[config.mk]
export PLATFORM = sky130hd
export DESIGN_NAME = clock_set_ctrl
export DESIGN_NICKNAME = d
export VERILOG_FILES = /design/src/rtl/clock_set_ctrl.sv
export SDC_FILE = /design/constraint.sdc
export NUM_CORES = 1
export LEC_CHECK = 0
export CORE_UTILIZATION = 30
export DETAILED_ROUTE_END_ITERATION = 10
export RECOVER_POWER = 50
export SLEW_MARGIN = 20
export SYNTH_ARGS = -nofsm -noshare
export SYNTH_HDL_FRONTEND = slang
export SYNTH_SLANG_ARGS = --single-unit
[constraint.sdc]
create_clock -name clk -period 2.31 [get_ports clk]
set_input_delay 0.5775 -clock clk [delete_from_list [all_inputs] [get_ports clk]]
set_output_delay 0.5775 -clock clk [all_outputs]
set_load 0.02 [all_outputs]
[src/rtl/clock_set_ctrl.sv]
`default_nettype none
// ============================================================================
// Module   : clock_set_ctrl
// Brief    : MODE/INC time-set controller for the BCD 12-hour clock: field
//            editing, hold, commit strobe, blink phases and idle timeout.
//            Optional macro AUTO_REPEAT_EN adds held-INC auto-repeat.
// Revision : 1.0 - initial release
// ============================================================================
module clock_set_ctrl #(
    parameter int CLK_FREQ    = 100_000_000,
    parameter int TIMEOUT_SEC = 10
) (
    input  logic       clk,
    input  logic       rst_n,
    input  logic       btn_mode,
    input  logic       btn_inc,
    input  logic [3:0] cur_hour_tens,
    input  logic [3:0] cur_hour_units,
    input  logic [3:0] cur_min_tens,
    input  logic [3:0] cur_min_units,
    input  logic       cur_is_am,
    output logic       editing,
    output logic       hold,
    output logic       load,
    output logic [7:0] edit_hour,
    output logic [7:0] edit_min,
    output logic       edit_is_am,
    output logic       blink_hour,
    output logic       blink_min,
    output logic       blink_ampm
);

    localparam int c_CYC_W = $clog2(CLK_FREQ);
    localparam int c_SEC_W = $clog2(TIMEOUT_SEC + 1);
    localparam logic [c_CYC_W-1:0] c_CYC_LAST = c_CYC_W'(CLK_FREQ - 1);
    localparam logic [c_CYC_W-1:0] c_CYC_HALF = c_CYC_W'(CLK_FREQ / 2 - 1);
    localparam logic [c_CYC_W-1:0] c_CYC_ONE  = c_CYC_W'(1);
    localparam logic [c_SEC_W-1:0] c_SEC_LAST = c_SEC_W'(TIMEOUT_SEC - 1);
    localparam logic [c_SEC_W-1:0] c_SEC_ONE  = c_SEC_W'(1);

    localparam logic [2:0] c_ST_RUN    = 3'd0;
    localparam logic [2:0] c_ST_HOUR   = 3'd1;
    localparam logic [2:0] c_ST_MIN    = 3'd2;
    localparam logic [2:0] c_ST_AMPM   = 3'd3;
    localparam logic [2:0] c_ST_COMMIT = 3'd4;

    logic [2:0]         r_state;
    logic [2:0]         w_state_nxt;
    logic               r_mode_prev;
    logic               r_inc_prev;
    logic               r_mode_edge;
    logic               r_inc_edge;
    logic [7:0]         r_edit_hour;
    logic [7:0]         r_edit_min;
    logic               r_edit_is_am;
    logic [c_CYC_W-1:0] r_cyc_cnt;
    logic [c_SEC_W-1:0] r_sec_cnt;
    logic               r_phase;
    logic               w_is_edit;
    logic               w_inc_any;
    logic               w_inc_act;
    logic               w_timeout;

    function automatic logic [7:0] f_hour_inc(input logic [7:0] h);
        if (h == 8'h12)
            return 8'h01;
        else if (h[3:0] == 4'd9)
            return {h[7:4] + 4'd1, 4'd0};
        else
            return {h[7:4], h[3:0] + 4'd1};
    endfunction

    function automatic logic [7:0] f_min_inc(input logic [7:0] m);
        if (m == 8'h59)
            return 8'h00;
        else if (m[3:0] == 4'd9)
            return {m[7:4] + 4'd1, 4'd0};
        else
            return {m[7:4], m[3:0] + 4'd1};
    endfunction

    always_ff @(posedge clk or negedge rst_n) begin
        if (!rst_n) begin
            r_mode_prev <= 1'b0;
            r_inc_prev  <= 1'b0;
            r_mode_edge <= 1'b0;
            r_inc_edge  <= 1'b0;
        end else begin
            r_mode_prev <= btn_mode;
            r_inc_prev  <= btn_inc;
            r_mode_edge <= btn_mode & ~r_mode_prev;
            r_inc_edge  <= btn_inc & ~r_inc_prev;
        end
    end

    assign w_is_edit = (r_state == c_ST_HOUR) || (r_state == c_ST_MIN) || (r_state == c_ST_AMPM);
    assign w_timeout = w_is_edit && (r_cyc_cnt == c_CYC_LAST) && (r_sec_cnt == c_SEC_LAST);

`ifdef AUTO_REPEAT_EN
    // First repeat after half a second of continuous hold, then every 1/8 s.
    localparam logic [c_CYC_W-1:0] c_REP_FIRST = c_CYC_W'(CLK_FREQ / 2 - 1);
    localparam logic [c_CYC_W-1:0] c_REP_NEXT  = c_CYC_W'(CLK_FREQ / 8 - 1);

    logic [c_CYC_W-1:0] r_rep_cnt;
    logic               r_rep_armed;
    logic               w_rep_held;
    logic               w_rep_fire;

    assign w_rep_held = w_is_edit && btn_inc && r_inc_prev;
    assign w_rep_fire = w_rep_held && (r_rep_cnt == (r_rep_armed ? c_REP_NEXT : c_REP_FIRST));
    assign w_inc_any  = r_inc_edge | w_rep_fire;

    always_ff @(posedge clk or negedge rst_n) begin
        if (!rst_n) begin
            r_rep_cnt   <= '0;
            r_rep_armed <= 1'b0;
        end else if (!w_rep_held) begin
            r_rep_cnt   <= '0;
            r_rep_armed <= 1'b0;
        end else if (w_rep_fire) begin
            r_rep_cnt   <= '0;
            r_rep_armed <= 1'b1;
        end else begin
            r_rep_cnt   <= r_rep_cnt + c_CYC_ONE;
        end
    end
`else
    assign w_inc_any = r_inc_edge;
`endif

    always_ff @(posedge clk or negedge rst_n) begin
        if (!rst_n)
            r_state <= c_ST_RUN;
        else
            r_state <= w_state_nxt;
    end

    // MODE beats INC, and any accepted INC beats the timeout in the same cycle.
    always_comb begin
        w_state_nxt = r_state;
        w_inc_act   = 1'b0;
        case (r_state)
            c_ST_RUN: begin
                if (r_mode_edge)
                    w_state_nxt = c_ST_HOUR;
            end
            c_ST_HOUR, c_ST_MIN, c_ST_AMPM: begin
                if (r_mode_edge)
                    w_state_nxt = r_state + 3'd1;
                else if (w_inc_any)
                    w_inc_act = 1'b1;
                else if (w_timeout)
                    w_state_nxt = c_ST_RUN;
            end
            default: w_state_nxt = c_ST_RUN;
        endcase
    end

    always_ff @(posedge clk or negedge rst_n) begin
        if (!rst_n) begin
            r_edit_hour  <= 8'h12;
            r_edit_min   <= 8'h00;
            r_edit_is_am <= 1'b1;
            r_cyc_cnt    <= '0;
            r_sec_cnt    <= '0;
            r_phase      <= 1'b0;
        end else begin
            if ((r_state == c_ST_RUN) && r_mode_edge) begin
                r_edit_hour  <= {cur_hour_tens, cur_hour_units};
                r_edit_min   <= {cur_min_tens, cur_min_units};
                r_edit_is_am <= cur_is_am;
            end else if (w_inc_act) begin
                case (r_state)
                    c_ST_HOUR: r_edit_hour  <= f_hour_inc(r_edit_hour);
                    c_ST_MIN:  r_edit_min   <= f_min_inc(r_edit_min);
                    c_ST_AMPM: r_edit_is_am <= ~r_edit_is_am;
                    default:   ;
                endcase
            end

            // One cycle counter serves both the blink half-periods and the seconds.
            if (w_state_nxt != r_state) begin
                r_cyc_cnt <= '0;
                r_sec_cnt <= '0;
                r_phase   <= 1'b0;
            end else if (w_inc_act) begin
                r_cyc_cnt <= '0;
                r_sec_cnt <= '0;
                r_phase   <= 1'b1;
            end else if (w_is_edit) begin
                if (r_cyc_cnt == c_CYC_LAST) begin
                    r_cyc_cnt <= '0;
                    r_sec_cnt <= r_sec_cnt + c_SEC_ONE;
                    r_phase   <= ~r_phase;
                end else begin
                    r_cyc_cnt <= r_cyc_cnt + c_CYC_ONE;
                    if (r_cyc_cnt == c_CYC_HALF)
                        r_phase <= ~r_phase;
                end
            end
        end
    end

    assign editing    = w_is_edit;
    assign hold       = w_is_edit;
    assign load       = (r_state == c_ST_COMMIT);
    assign edit_hour  = r_edit_hour;
    assign edit_min   = r_edit_min;
    assign edit_is_am = r_edit_is_am;
    assign blink_hour = (r_state == c_ST_HOUR) & r_phase;
    assign blink_min  = (r_state == c_ST_MIN) & r_phase;
    assign blink_ampm = (r_state == c_ST_AMPM) & r_phase;

endmodule
`default_nettype wire

# == Yosys cells after proc, flatten, opt, wreduce, memory -nomap -nowiden ==
# Cells that the tools add are included.
# totals
regBits,56
inputBits,21
out_inout_bits,23
elab_cells,98
# op_classes
n_addsub,7
eq_ne,12
muxes,34
bitwise_logic,9
n_reduce_logical,23
# ops
cell,n
$mux 27,4
$mux 8,10
$add 27x1->27 const B,1
$eq 27x26->1 const B,1
$eq 27x27->1 const B,1
$add 4x1->4 const B,5
$mux 4,4
$eq 4x4->1 const B,3
$mux 3,4
$reduce_bool 3->1,4
$mux 1,11
$reduce_and 2->1,5
$eq 8x5->1 const B,1
$eq 8x7->1 const B,1
$reduce_bool 2->1,4
$eq 3x2->1 const B,2
$pmux 3 s2,1
$reduce_and 3->1,2
$and 1x1->1,5
$not 1->1,4
$reduce_bool 4->1,1
$add 3x1->3 const B,1
$eq 3x1->1 const B,1
$eq 3x3->1 const B,1
5 further kinds,8

# == Depth between registers and ports, before layout ==
# Gate-level depths: netlist of the first run.
# depth
depth_word,12
ltp_mapped,11

# == Worst setup path before layout of the first run ==
# Ideal clock, no wire load.
# synth_path
path_kind,reg-to-reg
startpoint,register r_state[0]
endpoint,register r_cyc_cnt[10]
setup_time_ps,121
arrival_time_ps,2204
t_required_ps,2189
slack_ps,-16
stages_incl_launch_ff,11
period_less_slack_ps,2326
cell_sequence,dfrtp_1 > inv_1 > ha_1 > o21ba_2 > nor2_4 > inv_2 > o311ai_1 > o31ai_1 > nand3_1 > buf_2 > nor2_1
# synth_via
elab_chain_len,11
# synth_lines
item,line_no,rtl
from (decl),47,logic [2:0] r_state;
from (signal assigned),133,r_state <= c_ST_RUN;
from (signal assigned),135,r_state <= w_state_nxt;
$eq 3x1->1 / $eq 3x2->1 (equally long branches),96,assign w_is_edit = (r_state == c_ST_HOUR) || (r_state == c_ST_MIN) || (r_state == c_ST_AMPM);
$logic_or 1x1->1,96,
$logic_or 1x1->1 *,96,
named net editing,22,"output logic editing,"
$logic_and 1x1->1 (2 in a row),97,assign w_timeout = w_is_edit && (r_cyc_cnt == c_CYC_LAST) && (r_sec_cnt == c_SEC_LAST);
$mux 3,152,else if (w_timeout)
$mux 3,150,else if (w_inc_any)
$mux 3,148,if (r_mode_edge)
$pmux 3 s2,142,case (r_state)
$ne 3x3->1,182,if (w_state_nxt != r_state) begin
$reduce_bool 3->1 (no source line) / $mux 27 (equally long branches),n/a,
to (signal assigned),196,r_cyc_cnt <= r_cyc_cnt + c_CYC_ONE;
to (decl),56,logic [c_CYC_W-1:0] r_cyc_cnt;
# The timed path passes the listed nets; every way through them passes the cells marked *.
# A chain may end at the register's enable or synchronous reset.

# == Worst setup path after layout of the first run ==
# layout_path
startpoint,register r_state[0]
endpoint,register r_cyc_cnt[18]
# layout_via
elab_chain_len,11
# layout_lines
item,line_no
$eq 3x1->1 / $eq 3x2->1 (equally long branches),"96, 142"
$logic_or 1x1->1 (2 in a row),96
$logic_and 1x1->1 (2 in a row),97
$mux 3,152
$mux 3,150
$mux 3,148
$pmux 3 s2,142
$ne 3x3->1,182
$reduce_bool 3->1 (no source line) / $mux 27 (equally long branches),n/a
# Several ways; a longest one is shown, not always the timed one.

==> impl_metrics.yaml, run 1 <==
clock_network:
  clk_path_buf_depth: 2
  cts_tree: "built"
  cts.htree.levels: 2
  clock_tree.root_cell: "clkbuf_16"
  cts_buffers: 5
  cts_sinks: 56
  hold_buffers: 0
  clk_latency_ns: 0.29
  clk_pin_slew_ns: 0.07
yosys:
  yosys_warnings: 0
  synth_fp_nets: 431
  ys_seq_area_share_pct: 40.7
  synth_flop_cell: "dfrtp_1"
  synth_edf_count: 0
  synthCells: 396
  avgSynthCellArea_sq_um: 8.72
  ys_async_sr_fraction_pct: 100
  ys_ff_latch: 56
  netlist_area_sq_um: 3450
  synth_cell_types: 58
setup_path:
  worst-r2r-cell-count: 10
  start_kind: "flip-flop"
  critPathKind: "reg2reg"
  cp_max_fo: 6
  timing.rr.end: "r_cyc_cnt[18]$_DFFE_PN0P_"
  critPathRequiredTime_ns: 2.54
  end_kind: "flip-flop"
  r2r_setup_slack_ns: -0.02
  timing.rr.start: "r_state[0]$_DFF_PN0_"
  worstPathArrival_ns: 2.56
layout:
  antenna_cells: 0
  layout_common_cells: "dfrtp_1, nand2_1, clkdlybuf4s50_1, buf_4, nor2_1"
  final_cells: 617
  areaGrowthSynthToFinish_pct: 40.2
  final_nets: 511
  design_area_sq_um: 4840
  fin_util_pct: 43.9
  final_common_cell: "dfrtp_1"
  drive_gt1_share_pct: 24.3
floorplanning:
  dieArea_sq_um: 11900
  row_count: 38
  start_util_pct: 31.3
  ios: 44
  die_h_microns: 109
  core_sq_um: 11000
  die_x_microns: 109
route:
  drc_errors: 0
  drt_iter0_markers: 104
  drt_wl_total_microns: 9380
  viasPerCell: 5.18
  num_vias: 3198
  wire_per_inst_microns: 15.2
  final_antenna_net_count: 0
  drt_first_pass_iters: 4
global_routing:
  grt_pass1_wl_microns: 14400
  grt_antenna_before_repair: 0
  grt_pass1_vias: 3006
  gr-total-overflow: 0
  grt_max_degree: 25
  grt_usage_pct: 15.1
sta:
  fin_setup_tns_ns: -0.0530
  whs_ns: 0.395
  post-route-min-period_ns: 2.33
  max_freq_mhz: 430
  fin_worst_skew_ns: 0.00690
  maxSlewViolCount: 0
  worstMarginPinSlew_ns: 0.940
  rsz0062_at_grt: "true"
  min_period_over_period_pct: 101
  maxSlewHeadroom_pct: 37.3
  timing.final.ws_setup_ns: -0.0166
  finalSetupViolations: 5
  hold_viol: 0
power:
  ir_drop_uv: 604
  powerDensity_nw_per_um2: 1100
  total_power_mw: 5.32
  p_leak_nw: 1.91
min_path:
  hp-class: "in2async"
place:
  hpwl_microns: 6320
  port-buffer-count: 43
  place_inst: 596
  preCtsSetupSlack_ns: -0.0626
  dpl-instance-area_sq_um: 4250
  gp_congestion: 0.787
run:
  drv_cap: 0
run_status:
  violations: "setup timing"
  status: "finished with violations"
## Yosys cell counts, types with 2 or more instances
cell | number | area (sq um)
a21oi_1 | 21 | 105
a22o_1 | 2 | 17.5
a31oi_1 | 3 | 18.8
and2_1 | 9 | 56.3
and3_1 | 5 | 31.3
and4_1 | 3 | 26.3
buf_1 | 2 | 7.51
buf_2 | 6 | 30.0
buf_4 | 2 | 15.0
clkbuf_1 | 7 | 26.3
dfrtp_1 | 53 | 1330
dfstp_2 | 3 | 78.8
ha_1 | 14 | 175
inv_1 | 10 | 37.5
nand2_1 | 38 | 143
nand2b_1 | 4 | 25.0
nand3_1 | 18 | 90.1
nand3b_1 | 3 | 22.5
nand4_1 | 10 | 62.6
nor2_1 | 45 | 169
nor2b_1 | 10 | 62.6
nor3_1 | 16 | 80.1
nor3b_1 | 4 | 30.0
nor4_1 | 17 | 106
nor4b_1 | 6 | 52.6
o211ai_1 | 2 | 15.0
o21ai_0 | 23 | 115
or3_1 | 5 | 31.3
xnor2_1 | 25 | 219
xor2_1 | 2 | 17.5
## cell type report
type                            count  area (sq um)
Clock buffer                        6           139
Clock inverter                      2          10.0
Fill cell                        1116          6190
Inverter                           11          46.3
Multi-Input combinational cell    312          2220
Sequential cell                    56          1410
Tap cell                          140           175
Timing Repair Buffer               90           843
## report_power, final
group	internal (mW)	switching (mW)	total, mW
Sequential	1.20	0.264	1.46
Clock	0.429	0.349	0.778
Combinational	1.43	1.65	3.08
## logic make-up (layout without fill, tap and decap cells)
logic type / Yosys count / in the layout / share of synthesized area (%)
AOI/OAI and AO/OA: 68 / 68 / 12.3
xor gates and xnor gates: 27 / 27 / 6.85
adders and majority gates: 14 / 14 / 5.07
buffers and inverters: 28 / 109 / 3.48
DFF: 56 / 56 / 40.7
muxes: 1 / 1 / 0.290
and+or+nand+nor: 202 / 202 / 31.3
## state kept, by name, summed over array words and instances, names as in the netlist
register and count:
r_mode_prev 1, edit_hour 8, r_mode_edge 1, edit_min 8, r_inc_edge 1, r_phase 1, r_cyc_cnt 27, edit_is_am 1
r_state 3, r_inc_prev 1, r_sec_cnt 4
## critical path, cell delays in order (launching register included)
cell and delay (ns):
dfrtp_1 0.42, inv_2 0.14, ha_4 0.16, buf_6 0.11, nor3_1 0.05, o211ai_1 0.28
o311ai_4 0.16, o31ai_2 0.32, nand3_2 0.27, clkbuf_16 0.26, nor2_2 0.10
## worst max path at each step
stage | cells after the start | slack (ns) | end | startpoint
after CTS | 9 | 0.001 | r_cyc_cnt[15]$_DFFE_PN0P_ | r_state[1]$_DFF_PN0_
after floorplan | 10 | 0.02 | r_cyc_cnt[10]$_DFFE_PN0P_ | r_state[0]$_DFF_PN0_
after global placement | 9 | 0.05 | r_cyc_cnt[20]$_DFFE_PN0P_ | r_sec_cnt[1]$_DFFE_PN0P_
after global routing | 10 | -0.12 | r_cyc_cnt[11]$_DFFE_PN0P_ | r_state[0]$_DFF_PN0_
final | 10 | -0.02 | r_cyc_cnt[18]$_DFFE_PN0P_ | r_state[0]$_DFF_PN0_
after detailed placement | 9 | -0.06 | r_cyc_cnt[15]$_DFFE_PN0P_ | r_state[1]$_DFF_PN0_
## per-layer routing
metal | track usage, % | vias to the layer above | routed length [microns]
met3 | 2.69 | 6 | 537
li1 | - | 1579 | -
met5 | 0 | - | 0
met1 | 19.5 | 1531 | 4130
met2 | 26.2 | 82 | 4660
met4 | 3.14 | 0 | 55
## timing repair
| item | CTS | global route |
|---|---|---|
| hold endpoints to repair | 0 | 0 |
| setup endpoints to repair | 26 | 35 |
| resized for setup | 15 | 77 |
| setup buffers | 2 | 9 |
| gates cloned | 0 | 3 |
| pin swaps | 0 | 20 |
Note: power is estimated with default switching activity, not from simulation.
==> inputs of run 2 (changes only) <==
==> constraint.sdc (replaced) <==
create_clock -name clk -period 2.31 [get_ports clk]
set_input_delay 0.462 -clock clk [delete_from_list [all_inputs] [get_ports clk]]
set_output_delay 0.462 -clock clk [all_outputs]
set_load 0.05 [all_outputs]
==> run 2 against run 1 <==
  * The run still ends with setup timing left
  * Clock skew increased by 0.0025 ns
  * Critical path depth up 1
  * Sequential share of layout area grew 0.31 points
  * Total power up 7.0%
  * First-iteration DRC count is 32% higher
  * Final cell count is 0.97% lower
  * Clock-buffer cell count stayed put
  * Sequential power is essentially flat
  * Clock power up 1%
  * Highest routed layer unchanged
==> impl_metrics.yaml, run 2 (same netlist as run 1, synthesis figures left out) <==
sta:
  worstMarginPinSlew_ns: 1.43
  max_freq_mhz: 433
  hold_viol: 0
  finalSetupViolations: 3
  post-route-min-period_ns: 2.31
  timing.final.ws_setup_ns: -0.00173
  maxSlewHeadroom_pct: 4.76
  fin_worst_skew_ns: 0.00939
  fin_setup_tns_ns: -0.00328
  whs_ns: 0.395
  maxSlewViolCount: 0
  rsz0062_at_grt: "true"
  min_period_over_period_pct: 100
global_routing:
  gr-total-overflow: 0
  grt_max_degree: 34
  grt_pass1_vias: 3028
  grt_antenna_before_repair: 0
  grt_usage_pct: 15.0
  grt_pass1_wl_microns: 14200
setup_path:
  timing.rr.start: "r_state[1]$_DFF_PN0_"
  end_kind: "flip-flop"
  r2r_setup_slack_ns: -0.002
  critPathRequiredTime_ns: 2.49
  worstPathArrival_ns: 2.49
  start_kind: "flip-flop"
  cp-startpoint: "r_state[1]$_DFF_PN0_"
  timing.rr.end: "r_cyc_cnt[21]$_DFFE_PN0P_"
  worst-r2r-cell-count: 11
  critPathKind: "reg2reg"
  cp_max_fo: 6
power:
  p_sw_mw: 2.57
  seqPwrFrac_pct: 25.6
  p_int_mw: 3.13
  clock_power_share_pct: 13.8
  total_power_mw: 5.69
  pwr-share-comb_pct: 60.6
  p_leak_nw: 1.89
  ir_drop_uv: 636
  powerDensity_nw_per_um2: 1190
  switching_share_pct: 45.1
run_status:
  violations: "setup timing"
  status: "finished with violations"
route:
  num_vias: 3236
  drt_iter0_markers: 137
  drt_first_pass_iters: 4
  drt_wl_total_microns: 8910
  drc_errors: 0
  wire_per_inst_microns: 14.6
  viasPerCell: 5.30
  final_antenna_net_count: 0
min_path:
  hold-path-cell-count: 1
  hp-class: "reg2reg"
  min_to: "r_inc_edge$_DFF_PN0_"
  hp-start: "r_inc_prev$_DFF_PN0_"
place:
  port-buffer-count: 43
  place_inst: 594
  dpl-instance-area_sq_um: 4310
  preCtsSetupSlack_ns: -0.0613
  gp_congestion: 0.860
  hpwl_microns: 6210
layout:
  final_common_cell: "dfrtp_1"
  fin_util_pct: 43.4
  design_area_sq_um: 4790
  regMostFlops: "r_cyc_cnt"
  final_nets: 505
  largest_register_ffs: 27
  drive_gt1_share_pct: 20.4
  final_cells: 611
  layout_common_cells: "dfrtp_1, nand2_1, clkdlybuf4s50_1, nor2_1, buf_4"
  areaGrowthSynthToFinish_pct: 38.7
  antenna_cells: 0
run:
  drv_cap: 0
floorplanning:
  ios: 44
  core_sq_um: 11000
  row_count: 38
  die_x_microns: 109
  start_util_pct: 31.3
  dieArea_sq_um: 11900
  die_h_microns: 109
clock_network:
  cts_tree: "built"
  clock_tree.root_cell: "clkbuf_16"
  clk_path_buf_depth: 2
  clk_pin_slew_ns: 0.07
  cts_sinks: 56
  hold_buffers: 0
  cts_buffers: 5
  cts.htree.levels: 2
  clk_latency_ns: 0.30
[run 2: cell type report]
cell class	instances	area, sq um
repair buffers	84	897
flip-flops and latches	56	1410
inverters	11	46.3
clock buffers	6	139
well taps	140	175
multi-input cells	312	2110
clock inverters	2	10.0
fillers	1094	6240
[run 2: metal layers]
layer	vias to the layer above	GRT usage, %	routed length [microns]
met5	-	0	0
met4	0	3.24	186
met3	22	3.05	520
met2	97	26.1	4260
met1	1558	19.2	3950
li1	1559	-	-
[run 2: timing repair]
item | 4_1_cts | 5_1_grt
pin swaps | 1 | 10
cloned | 0 | 3
gates resized for setup | 1 | 50
endpoints found under the setup margin | 16 | 34
buffers inserted | 2 | 5
[run 2: how the worst max path moves through the flow]
stage	endpoint	slack [ns]	depth (start not counted)
floorplan	r_cyc_cnt[10]$_DFFE_PN0P_	0.001	10
global placement	r_cyc_cnt[9]$_DFFE_PN0P_	0.05	10
detailed placement	r_cyc_cnt[15]$_DFFE_PN0P_	-0.06	9
CTS	r_cyc_cnt[15]$_DFFE_PN0P_	0.003	9
global route	r_cyc_cnt[3]$_DFFE_PN0P_	-0.11	11
finish	r_cyc_cnt[21]$_DFFE_PN0P_	-0.002	11
[run 2: power by group through the flow]
stage	registers (mW)	clock network, mW	logic (mW)
2_1_floorplan	1.92	0	1.24
3_3_place_gp	1.46	0	2.77
3_5_place_dp	1.47	0	2.79
4_1_cts	1.45	0.825	2.84
5_1_grt	1.49	0.854	3.70
6_report	1.46	0.788	3.45
[run 2: worst max-delay path, cell delays in order, from the launching register on]
cell and delay (ns):
dfrtp_2 0.45, buf_4 0.16, ha_4 0.15, buf_6 0.11
o21bai_1 0.20, a21boi_1 0.12, buf_4 0.15, o221ai_1 0.27
o31ai_2 0.15, nand3_2 0.18, clkbuf_16 0.21, nor2_4 0.04
